===== config.mk =====
export PLATFORM = sky130hd
export DESIGN_NAME = rx_frame_fifo_flat
export DESIGN_NICKNAME = d
export VERILOG_FILES = /design/src/rtl/rx_frame_fifo_if.sv /design/src/rtl/rx_frame_fifo.sv /design/src/flat_wrapper.sv
export SDC_FILE = /design/constraint.sdc
export NUM_CORES = 1
export LEC_CHECK = 0
export ABC_AREA = 1
export BUFFER_PORTS_ARGS = -buffer_cell sky130_fd_sc_hd__clkbuf_2
export CORE_MARGIN = 2
export CORE_UTILIZATION = 55
export CTS_CLUSTER_DIAMETER = 120
export DETAILED_ROUTE_END_ITERATION = 8
export MAX_ROUTING_LAYER = met4
export PLACE_DENSITY = 0.75
export REMOVE_ABC_BUFFERS = 1
export SYNTH_ARGS = -nofsm -noshare
export SYNTH_HDL_FRONTEND = slang
export SYNTH_SLANG_ARGS = --single-unit

===== constraint.sdc =====
create_clock -name clk -period 2.5 [get_ports clk]
set_clock_uncertainty 0.2 [all_clocks]
set_input_delay 0.125 -clock clk [delete_from_list [all_inputs] [get_ports clk]]
set_output_delay 0.125 -clock clk [all_outputs]
set_load 0.02 [all_outputs]

===== src/rtl/rx_frame_fifo_if.sv =====
// Capture, read and status signals between the frame receiver, rx_frame_fifo and its consumer.
// The slave modport is the FIFO side; the master modport is the receiver/consumer side.
interface rx_frame_fifo_if #(
    parameter int AW = 3
) ();
    logic          in_rdy;
    logic [7:0]    in_data;
    logic          in_per;
    logic          rd_en;
    logic          clr_stat;
    logic [7:0]    rd_data;
    logic          rd_per;
    logic          empty;
    logic          full;
    logic [AW:0]   count;
    logic          ovf;
    logic [7:0]    ovf_cnt;
    logic [7:0]    per_cnt;

    modport master (
        output in_rdy, in_data, in_per, rd_en, clr_stat,
        input  rd_data, rd_per, empty, full, count, ovf, ovf_cnt, per_cnt
    );

    modport slave (
        input  in_rdy, in_data, in_per, rd_en, clr_stat,
        output rd_data, rd_per, empty, full, count, ovf, ovf_cnt, per_cnt
    );
endinterface


===== src/rtl/rx_frame_fifo.sv =====
// Receive-side FWFT byte FIFO with frame-edge capture and saturating overflow/parity counters.
// Define RX_FIFO_PARITY_DROP_EN to discard parity-errored frames instead of storing them.
module rx_frame_fifo #(
    parameter int DEPTH = 8,
    parameter int AW    = 3
) (
    input  logic           clk,
    input  logic           rst_n,
    rx_frame_fifo_if.slave bus
);
    localparam logic [AW:0] FULL_COUNT = (AW+1)'(DEPTH);

`ifdef RX_FIFO_PARITY_DROP_EN
    localparam int EW = 8;
`else
    localparam int EW = 9;
`endif

    logic [EW-1:0] mem_q [DEPTH];
    logic [EW-1:0] mem_d [DEPTH];
    logic [AW-1:0] wr_ptr_q, wr_ptr_d;
    logic [AW-1:0] rd_ptr_q, rd_ptr_d;
    logic [AW:0]   count_q, count_d;
    logic          rdy_q, rdy_d;
    logic          ovf_q, ovf_d;
    logic [7:0]    ovf_cnt_q, ovf_cnt_d;
    logic [7:0]    per_cnt_q, per_cnt_d;

    logic          fe, pop, push, drop, per_ev, storable;
    logic          is_empty, is_full;
    logic [EW-1:0] entry_in;
    logic [EW-1:0] head;

    assign is_empty = (count_q == '0);
    assign is_full  = (count_q == FULL_COUNT);
    assign fe       = bus.in_rdy & ~rdy_q;
    assign pop      = bus.rd_en & ~is_empty;
    assign per_ev   = fe & bus.in_per;

`ifdef RX_FIFO_PARITY_DROP_EN
    assign storable = fe & ~bus.in_per;
    assign entry_in = bus.in_data;
`else
    assign storable = fe;
    assign entry_in = {bus.in_per, bus.in_data};
`endif

    // A full FIFO still accepts a frame when the consumer pops in the same cycle.
    assign push = storable & (~is_full | pop);
    assign drop = storable & is_full & ~pop;

    always_comb begin
        mem_d = mem_q;
        if (push) begin
            mem_d[wr_ptr_q] = entry_in;
        end
    end

    always_comb begin
        rdy_d    = bus.in_rdy;
        wr_ptr_d = push ? wr_ptr_q + AW'(1) : wr_ptr_q;
        rd_ptr_d = pop ? rd_ptr_q + AW'(1) : rd_ptr_q;
        count_d  = count_q;
        if (push && !pop) begin
            count_d = count_q + (AW+1)'(1);
        end else if (pop && !push) begin
            count_d = count_q - (AW+1)'(1);
        end

        // A clear coinciding with a new event restarts the statistics from that event.
        if (bus.clr_stat) begin
            ovf_d     = drop;
            ovf_cnt_d = drop ? 8'd1 : 8'd0;
            per_cnt_d = per_ev ? 8'd1 : 8'd0;
        end else begin
            ovf_d     = ovf_q | drop;
            ovf_cnt_d = (drop && ovf_cnt_q != 8'hFF) ? ovf_cnt_q + 8'd1 : ovf_cnt_q;
            per_cnt_d = (per_ev && per_cnt_q != 8'hFF) ? per_cnt_q + 8'd1 : per_cnt_q;
        end
    end

    always_ff @(posedge clk) begin
        mem_q <= mem_d;
    end

    always_ff @(posedge clk or negedge rst_n) begin
        if (!rst_n) begin
            wr_ptr_q  <= '0;
            rd_ptr_q  <= '0;
            count_q   <= '0;
            rdy_q     <= 1'b0;
            ovf_q     <= 1'b0;
            ovf_cnt_q <= 8'd0;
            per_cnt_q <= 8'd0;
        end else begin
            wr_ptr_q  <= wr_ptr_d;
            rd_ptr_q  <= rd_ptr_d;
            count_q   <= count_d;
            rdy_q     <= rdy_d;
            ovf_q     <= ovf_d;
            ovf_cnt_q <= ovf_cnt_d;
            per_cnt_q <= per_cnt_d;
        end
    end

    assign head        = mem_q[rd_ptr_q];
    assign bus.rd_data = is_empty ? 8'h00 : head[7:0];

`ifdef RX_FIFO_PARITY_DROP_EN
    assign bus.rd_per  = 1'b0;
`else
    assign bus.rd_per  = ~is_empty & head[8];
`endif

    assign bus.empty   = is_empty;
    assign bus.full    = is_full;
    assign bus.count   = count_q;
    assign bus.ovf     = ovf_q;
    assign bus.ovf_cnt = ovf_cnt_q;
    assign bus.per_cnt = per_cnt_q;
endmodule

===== src/flat_wrapper.sv =====
// flat-port wrapper written by rule: the top's interface ports become plain ports
module rx_frame_fifo_flat 
#(
    parameter int DEPTH = 8,
    parameter int AW    = 3
)
  (clk, rst_n, bus_in_rdy, bus_in_data, bus_in_per, bus_rd_en, bus_clr_stat, bus_rd_data, bus_rd_per, bus_empty, bus_full, bus_count, bus_ovf, bus_ovf_cnt, bus_per_cnt);
  rx_frame_fifo_if #(.AW(AW)) bus_i ();
  input  logic clk;
  input  logic rst_n;
  input wire logic [$bits(bus_i.in_rdy)-1:0] bus_in_rdy;
  input wire logic [$bits(bus_i.in_data)-1:0] bus_in_data;
  input wire logic [$bits(bus_i.in_per)-1:0] bus_in_per;
  input wire logic [$bits(bus_i.rd_en)-1:0] bus_rd_en;
  input wire logic [$bits(bus_i.clr_stat)-1:0] bus_clr_stat;
  output wire logic [$bits(bus_i.rd_data)-1:0] bus_rd_data;
  output wire logic [$bits(bus_i.rd_per)-1:0] bus_rd_per;
  output wire logic [$bits(bus_i.empty)-1:0] bus_empty;
  output wire logic [$bits(bus_i.full)-1:0] bus_full;
  output wire logic [$bits(bus_i.count)-1:0] bus_count;
  output wire logic [$bits(bus_i.ovf)-1:0] bus_ovf;
  output wire logic [$bits(bus_i.ovf_cnt)-1:0] bus_ovf_cnt;
  output wire logic [$bits(bus_i.per_cnt)-1:0] bus_per_cnt;
  assign bus_i.in_rdy = bus_in_rdy;
  assign bus_i.in_data = bus_in_data;
  assign bus_i.in_per = bus_in_per;
  assign bus_i.rd_en = bus_rd_en;
  assign bus_i.clr_stat = bus_clr_stat;
  assign bus_rd_data = bus_i.rd_data;
  assign bus_rd_per = bus_i.rd_per;
  assign bus_empty = bus_i.empty;
  assign bus_full = bus_i.full;
  assign bus_count = bus_i.count;
  assign bus_ovf = bus_i.ovf;
  assign bus_ovf_cnt = bus_i.ovf_cnt;
  assign bus_per_cnt = bus_i.per_cnt;
  rx_frame_fifo #(.DEPTH(DEPTH), .AW(AW)) u_core (.clk(clk), .rst_n(rst_n), .bus(bus_i));
endmodule

# == Word level (Yosys, flattened, before mapping) ==
# Index checks and enable logic that the tools add are counted.
# word_totals
elab_cells,69
ram_bits,0
latch_bits,0
memories,0
reg_bits,100
rom_bits,0
# classes
magnitude_cmp,3
shift,0
div,0
n_reduce_logical,11
n_addsub,6
n_mux,16
eq_ne,3
n_mul,0
bitwise,15
# op_table
op,count
72-bit bitwise mux,1
8-bit 2-to-1 mux,5
9-bit binary-select mux with 3-bit select,1
9-bit demux with 3-bit select,1
9-bit 2-to-1 mux,3
"8-bit by 1-bit adder with 8-bit output, second input constant",2
"8-bit != test, second input constant",2
"4-bit greater-or-equal comparator, second input constant",2
4-bit 2-to-1 mux,2
3-bit NOT with 4-bit output,2
1-bit AND,7
"3-bit by 1-bit adder with 3-bit output, second input constant",2
2-bit nonzero test,3
1-bit logical AND,5
"4-bit by 1-bit adder with 4-bit output, second input constant",1
"4-bit == test, second input constant",1
4-bit logical NOT,1
"4-bit by 1-bit less-than comparator with 1-bit output, second input constant",1
1-bit NOT,4
"4-bit by 1-bit subtractor with 4-bit output, second input constant",1
1-bit 2-to-1 mux,3
1-bit logical NOT,2
1-bit OR,2

# == Depth between registers and ports, before layout ==
# Gate-level depths: netlist of run 1.
# logic_depth
ltp_word,9
ltp_mapped,16

# == Worst setup path before layout of run 1 ==
# OpenSTA, ideal clock, no wires.
# synth_timing
kind,register to register
start,register u_core.count_q[0] (netlist: u_core.bus.count[0])
end,register u_core.count_q[3] (netlist: u_core.bus.count[3])
slack_ns,0.007
n_path_buf,0
required_time_ns,2.234
path_stages_with_launch,15
setup_ns,0.066
period_less_slack_ns,2.493
t_arrival_ns,2.227
path_cell_list,dfrtp_1 > nor2_2 > nand2_2 > inv_2 > nand2_1 > nand2_1 > inv_2 > ha_1 > inv_1 > ha_1 > or2_2 > nand2_1 > xnor2_1 > nand2_1 > nand2_1
# synth_rtl
element,line_no,text
"start, declared",rx_frame_fifo.sv:23,"logic [AW:0] count_q, count_d;"
"start signal, assigned",rx_frame_fifo.sv:98,count_q <= count_d;
4-bit == test (*),rx_frame_fifo.sv:35,assign is_full = (count_q == FULL_COUNT);
via bus_full,flat_wrapper.sv:19,output wire logic [$bits(bus_i.full)-1:0] bus_full;
1-bit NOT (*),rx_frame_fifo.sv:49,assign push = storable & (~is_full | pop);
1-bit OR (*),rx_frame_fifo.sv:49,
1-bit AND (*),rx_frame_fifo.sv:49,
via u_core.push,rx_frame_fifo.sv:29,"logic fe, pop, push, drop, per_ev, storable;"
1-bit logical NOT,rx_frame_fifo.sv:66,end else if (pop && !push) begin
1-bit logical AND,rx_frame_fifo.sv:66,
2-bit nonzero test (no source line),--,
# The timed path passes the listed nets; every way through them passes the cells marked *. The select of a mux whose other input is x is not followed.
# A chain may end at the register's enable or synchronous reset.

# == Final worst setup path of run 1 ==
# layout_timing
start,register u_core.count_q[3] (netlist: u_core.bus.count[3])
end,register u_core.count_q[3] (netlist: u_core.bus.count[3])
# layout_via
elab_chain_len,8
# layout_lines
element,line_no,text
4-bit logical NOT,rx_frame_fifo.sv:34,assign is_empty = (count_q == '0);
1-bit NOT,rx_frame_fifo.sv:37,assign pop = bus.rd_en & ~is_empty;
1-bit AND,rx_frame_fifo.sv:37,
1-bit OR (*),rx_frame_fifo.sv:49,
1-bit AND (*),rx_frame_fifo.sv:49,
via u_core.push,rx_frame_fifo.sv:29,
1-bit logical NOT,rx_frame_fifo.sv:66,
1-bit logical AND,rx_frame_fifo.sv:66,
2-bit nonzero test (no source line),--,
# Marked as above.

==> results of run 1 <==
-- cells in the mapped netlist --
| cell type | instances |
|---|---|
| nor2_1 | 107 |
| nand2_1 | 86 |
| edfxtp_1 | 72 |
| nand3_1 | 33 |
| dfrtp_1 | 28 |
| o21ai_0 | 27 |
| o21ai_1 | 24 |
| inv_1 | 22 |
| buf_2 | 8 |
| ha_1 | 7 |
| inv_2 | 6 |
| xnor2_1 | 6 |
| buf_4 | 5 |
| a21oi_1 | 4 |
| nand2_2 | 4 |
| nor2_2 | 4 |
| clkbuf_1 | 3 |
| nand2_4 | 3 |
| xor2_1 | 3 |
| nand4_1 | 2 |
| nor2_4 | 2 |
| nor3_1 | 2 |
| clkinv_2 | 1 |
| fa_1 | 1 |
| nand3_4 | 1 |
| nand3b_1 | 1 |
| o21ai_2 | 1 |
| o21ai_4 | 1 |
| or2_2 | 1 |
-- state kept, by name, summed over array words and instances (netlist names) --
name                count
u_core.wr_ptr_q         3
u_core.bus.count        4
u_core.bus.ovf_cnt      8
u_core.bus.per_cnt      8
u_core.rdy_q            1
u_core.bus.ovf          1
u_core.mem_q           72
u_core.rd_ptr_q         3
-- per-layer routing --
metal / GRT usage / vias to the layer above / wire (um)
met5: - / - / 0
met4: 0.0774 / 0 / 122
met3: 0.0379 / 9 / 539
met2: 0.364 / 104 / 4530
met1: 0.290 / 1593 / 3990
li1: - / 1688 / -
-- cells in the final DEF (no fill, tap or decap), types with 2 or more instances in the layout --
| cell | n |
|---|---|
| xnor2_1 | 6 |
| nand4_1 | 2 |
| o21ai_1 | 24 |
| edfxtp_1 | 72 |
| nor2_4 | 3 |
| dfrtp_1 | 26 |
| xor2_1 | 3 |
| buf_4 | 20 |
| nand2_4 | 3 |
| nor2_2 | 3 |
| clkbuf_1 | 2 |
| clkbuf_8 | 11 |
| nand2_1 | 85 |
| dlygate4sd3_1 | 13 |
| o21ai_0 | 27 |
| nor3_1 | 2 |
| nor2_1 | 107 |
| nand3_1 | 33 |
| inv_1 | 21 |
| dfrtp_2 | 2 |
| nand2_2 | 5 |
| clkbuf_2 | 45 |
| ha_1 | 6 |
| a21oi_1 | 4 |
| bufinv_16 | 2 |
| inv_2 | 7 |
-- layout make-up --
type,count,area [sq um]
fillers,645,2790
repair buffers,78,505
multi-input cells,320,1550
well taps,105,131
inverters,29,110
clock buffers,13,159
clock inverters,3,68.8
flip-flops and latches,100,2870
-- through the flow --
stage / cell area, sq um / utilization / setup WS, ps
6_report: 5390 / 0.659 / 153
2_1_floorplan: 4510 / - / 7.14
3_5_place_dp: 4990 / 0.611 / 2.40
5_1_grt: 5390 / 0.659 / 6.66
4_1_cts: 5350 / 0.655 / 2.71
3_3_place_gp: 4990 / 0.611 / 121
-- power by group --
group          switching [W]  leakage, nW  internal, W
Clock               0.000524        0.114     0.000622
Combinational        0.00132         1.16     0.000762
Sequential          0.000170         1.01      0.00196
-- kinds of logic (layout without fill, tap and decap cells) --
group                      count (synthesis)  in the layout
buffers and inverters                     45            123
and+or+nand+nor                          246            246
AOI/OAI and AO/OA                         57             57
DFF                                      100            100
adders and majority gates                  8              8
xor gates and xnor gates                   9              9
-- worst min-delay path by stage --
stage          slack (ps)   from  cells past startpoint               endpoint
3_3_place_gp            3  rst_n                      1  u_core.bus.per_cnt[1]
3_5_place_dp           20  rst_n                      1  u_core.bus.per_cnt[1]
6_report              150  rst_n                      2  u_core.bus.per_cnt[1]
5_1_grt               210  rst_n                      2  u_core.bus.per_cnt[1]
2_1_floorplan        -370  rst_n                      0    u_core.bus.count[0]
4_1_cts               150  rst_n                      2  u_core.bus.per_cnt[1]
-- timing repair --
action	in CTS	in global routing
resized for setup	1	5
endpoints found under the hold margin	107	0
buffers inserted	0	3
hold buffers	13	0
endpoints found under the setup margin	1	1
pin swaps	0	1
==> reports/qor.yml, run 1 <==
synth:
  ys_seq_elements: 100
  synth_top_family_by_area: "simple AND/OR/NAND/NOR gates"
  syn_inst: 465
  yosys_warnings: 0
  yosysUniqueCellTypes: 29
  syn-cell-area_sq_um: 4600
  synth_mux_area_frac: 0
  syn_avg_cell_area_sq_um: 9.89
  yosys.area_share.simple: 0.228
  yosysTopAreaCellShare: 0.470
  synth_compound_area_frac: 0.0653
  synth-seq-area-share: 0.623
  synth_xor_area_frac: 0.0171
  synth_area_leaders: "edfxtp_1, dfrtp_1, nor2_1"
  synth_fa_ha_area_frac: 0.0234
  synth_largest_area_cell: "edfxtp_1"
place:
  dp_hpwl_um: 5960
  portBuffers: 45
  dp.cells: 616
  routabilityCongestion: 0.914
sta:
  setup_tns_ps: 0
  tightest_slew_ps: 795
  period_needed_ps: 2350
  finalSetupViolCount: 0
  whs_ps: 150
  rsz0062_at_grt: "no"
  hold_viol: 0
  relSlewSlack: 0.470
  slew_violations: 0
  fmax_ghz: 0.426
  fin_crit_sh: 0.939
clocking:
  htreeDepth: 3
  worstSkewPairLatency_ps: 360
  cts-root-buf: "clkbuf_8"
  cts_sinks: 100
  cts.clk_slew.worst_paths_ps: 90
  cts_max_path_buffers: 2
  cts_buffers: 9
  cts_tree: "yes"
final_layout:
  nNetsFinal: 560
  drive_gt1_frac: 0.199
  area_growth_pct: 17.1
  finalNonFillerCells: 648
  n_antenna_cell: 0
die:
  start_util: 0.562
  rows: 33
  io_pins: 46
  die_h_um: 95.4
  die_width_um: 95.4
  fp.dieArea_sq_um: 9110
  coreArea_sq_um: 8180
worst_hold_path:
  hp-class: "input pin to asynchronous set/reset pin"
worst_setup_path:
  crit_fanout: 6
  r2r_slack_ps: 150
  cpPeakStageDelay_ps: 450
  cp-endpoint: "u_core.bus.count[3]"
  crit_family: "simple AND/OR/NAND/NOR gates"
  crit_buf_inv: 4
  cp.arrival_ps: 2450
  slowest_stage: "dfrtp_2"
  crit_chain: "inv_2 -> nor2_4 -> nand2_2 -> inv_2 -> nand2_1 -> nand2_2 -> inv_2 -> ha_2 -> inv_2 -> ha_1 -> or2_2 -> nand2_1 -> xnor2_1 -> nand2_1 -> nand2_1"
  worstSetupStartpoint: "u_core.bus.count[3]"
  r2r_cells: 15
  crit_required_ps: 2600
  start_kind: "flop"
  cp-end-kind: "flop"
  cp.depth: 15
  crit_type: "flop to flop"
  r2r_start: "u_core.bus.count[3]"
  r2r-end: "u_core.bus.count[3]"
routing:
  drtAntennaViolNets: 0
  wl_um: 9180
  dr_total_vias: 3394
  drt_iter0_drc: 226
  route.detailed.drc: 0
  vias_per_cell: 5.24
  wl_per_cell_um: 14.2
  firstDrtPassIters: 5
power_and_ir_drop:
  power_w: 0.00535
  cellPowerDensity_nw_per_um2: 993
  power_leakage_nw: 2.29
  max-vdd-ir-drop_mv: 0.602
grt:
  grt_pass1_wl_um: 14900
  grt_max_degree: 29
  grtUsageTotal: 0.225
  grt_overflow: 0
  grt_pass1_vias: 3157
  antenna_found_initial: 0
status:
  status: "completed"
flow_run:
  maxCapViolCount: 0
Note: power is estimated with default switching activity, not from simulation.
==> inputs of run 2 (changes only) <==
--- a/config.mk
+++ b/config.mk
@@ -8,11 +8,11 @@
 export ABC_AREA = 1
 export BUFFER_PORTS_ARGS = -buffer_cell sky130_fd_sc_hd__clkbuf_2
 export CORE_MARGIN = 2
-export CORE_UTILIZATION = 55
+export CORE_UTILIZATION = 40
 export CTS_CLUSTER_DIAMETER = 120
 export DETAILED_ROUTE_END_ITERATION = 8
 export MAX_ROUTING_LAYER = met4
-export PLACE_DENSITY = 0.75
+export PLACE_DENSITY = 0.58
 export REMOVE_ABC_BUFFERS = 1
 export SYNTH_ARGS = -nofsm -noshare
 export SYNTH_HDL_FRONTEND = slang
==> reports/qor.yml, run 2 (synthesis gave the netlist of run 1 again) <==
die:
  fp.dieArea_sq_um: 12400  # +36%
  die_width_um: 111  # +17%
  rows: 39  # +18%
  io_pins: 46  # unchanged
  start_util: 0.406  # -0.156
  coreArea_sq_um: 11300  # +38%
  die_h_um: 111  # +17%
routing:
  drtAntennaViolNets: 0  # unchanged
  wl_um: 9760  # +6.3%
  vias_per_cell: 4.89  # -6.5%
  drt_iter0_drc: 176  # -22%
  route.detailed.drc: 0  # unchanged
  wl_per_cell_um: 14.3  # +0.71%
  firstDrtPassIters: 5  # unchanged
  dr_total_vias: 3348  # -1.4%
worst_setup_path:
  crit_required_ps: 2580  # -20 ps
  crit_fanout: 5  # -1
  crit_chain: "inv_2 -> nor2_4 -> nand2_2 -> inv_2 -> nand2_1 -> nand2_1 -> inv_2 -> ha_2 -> inv_2 -> ha_1 -> or2_2 -> nand2_1 -> xnor2_1 -> nand2_1 -> nand2_1"
  crit_buf_inv: 4  # unchanged
  cp.arrival_ps: 2380  # -70 ps
  crit_type: "flop to flop"
  r2r_start: "u_core.bus.count[3]"
  cpPeakStageDelay_ps: 440  # about the same
  cp-end-kind: "flop"
  slowest_stage: "dfrtp_2"
  path_common_cell: "nand2_1"
  start_kind: "flop"
  crit_family: "simple AND/OR/NAND/NOR gates"
  worstSetupStartpoint: "u_core.bus.count[3]"
grt:
  grt_max_degree: 29  # unchanged
  grtUsageTotal: 0.173  # -0.0517
  grt_pass1_wl_um: 16200  # +8.8%
  antenna_found_initial: 0  # unchanged
  grt_overflow: 0  # unchanged
  grt_pass1_vias: 3260  # +3.3%
clocking:
  cts_sinks: 100  # unchanged
  cts-root-buf: "clkbuf_16"
  cts_buffers: 9  # unchanged
  worstSkewPairLatency_ps: 340  # -20 ps
  cts_max_path_buffers: 2  # unchanged
  cts.clk_slew.worst_paths_ps: 70  # -20 ps
  cts_tree: "yes"
  htreeDepth: 3  # unchanged
final_layout:
  drive_gt1_frac: 0.192  # -0.00666
  fin_area_sq_um: 5450  # +1.2%
  multi_input_area_sq_um: 1540  # -0.16%
  final_common_cell: "nor2_1"
  final_cell_mix: "nor2_1, nand2_1, edfxtp_1, clkbuf_2, nand3_1"
  nNetsFinal: 558  # -0.36%
  top_register: "u_core.mem_q"
  ff_latch_area_sq_um: 2870  # unchanged
  n_antenna_cell: 0  # unchanged
  largest_reg_flops: 72  # unchanged
  post-route-util: 0.482  # -0.177
  area_growth_pct: 18.6
  nFillCells: 1042  # +62%
sta:
  setup_ws_ps: 198  # +45.5 ps
  rsz0062_at_grt: "no"
  fmax_ghz: 0.434  # +2.0%
  period_needed_ps: 2300  # -45.5 ps
  setup_tns_ps: 0  # unchanged
  finalSetupViolCount: 0  # unchanged
  relSlewSlack: 0.512  # +0.0420
  whs_ps: 41.4  # -109 ps
  fin_crit_sh: 0.921  # -0.0182
  slew_violations: 0  # unchanged
  hold_viol: 0  # unchanged
  tightest_slew_ps: 733  # -62.1 ps
place:
  routabilityCongestion: 0.792  # -13%
  placed_area_sq_um: 5050  # +1.1%
  pre_cts_ws_ps: 79.7  # +77.3 ps
  portBuffers: 45  # unchanged
  dp_hpwl_um: 6210  # +4.1%
status:
  status: "completed"
power_and_ir_drop:
  max-vdd-ir-drop_mv: 0.578  # -4.0%
  power_leakage_nw: 2.29  # +0.25%
  cellPowerDensity_nw_per_um2: 1000  # +0.68%
worst_hold_path:
  hp-class: "input pin to flop"
  min-delay-start: "bus_clr_stat"
flow_run:
  maxCapViolCount: 0  # unchanged
==> run 2: cell types whose count changed in the layout (fill, tap and decap cells not counted), sizes merged <==
cell         previous run  this run
dlygate4sd3            13        12
bufinv                  2         0
buf                    20        19
clkbuf                 58        56
inv                    28        30
clkinv                  2         4
==> run 2: cell type report <==
class,count,area share
Clock inverter,5,0.00620
Clock buffer,11,0.0427
Multi-Input combinational cell,320,0.283
Sequential cell,100,0.525
Inverter,29,0.0202
Timing Repair Buffer,76,0.0895
Tap cell,143,0.0328
==> run 2: timing repair <==
action                                  CTS  global route
buffers inserted                          0             1
hold buffers                             12             0
endpoints found under the setup margin    0             1
endpoints found under the hold margin   105             0
resized for setup                         0             5
==> run 2: routing by layer <==
layer  vias to the layer above  track usage  part of all wire
met5                         -            -                 0
met4                         0       0.0576             0.017
met3                        13       0.0361             0.059
met2                        93        0.271              0.48
met1                      1553        0.226              0.44
li1                       1689            -                 -
==> run 2: tightest hold or removal path, cell delays in order <==
cell	delay, ps
clkbuf_2	240
nor2_1	80
nand2_1	60
nand2_1	40
==> run 2: worst paths after layout <==
check                                   endpoint  slack [ps]  cells past startpoint
max in group asynchronous    u_core.bus.count[3]        1420                      2
setup reg to reg             u_core.bus.count[3]         200                     15
min in group asynchronous  u_core.bus.ovf_cnt[7]         170                      2
hold reg to reg               u_core.rd_ptr_q[2]         280                      1
hold / removal             u_core.bus.per_cnt[3]          40                      4
setup / recovery             u_core.bus.count[3]         200                     15
==> run 2: where the power goes <==
| group | switching (W) | leakage (nW) | internal [W] |
|---|---|---|---|
| Combinational | 0.00135 | 1.15 | 0.000738 |
| Clock | 0.000591 | 0.130 | 0.000678 |
| Sequential | 0.000141 | 1.01 | 0.00196 |
==> run 2: per-stage QoR <==
stage | total power (W) | instances
after global placement | 0.00418 | 655
after detailed placement | 0.00421 | 655
after global routing | 0.00589 | 684
final | 0.00545 | 684
after floorplan | 0.00348 | 449
after CTS | 0.00550 | 683
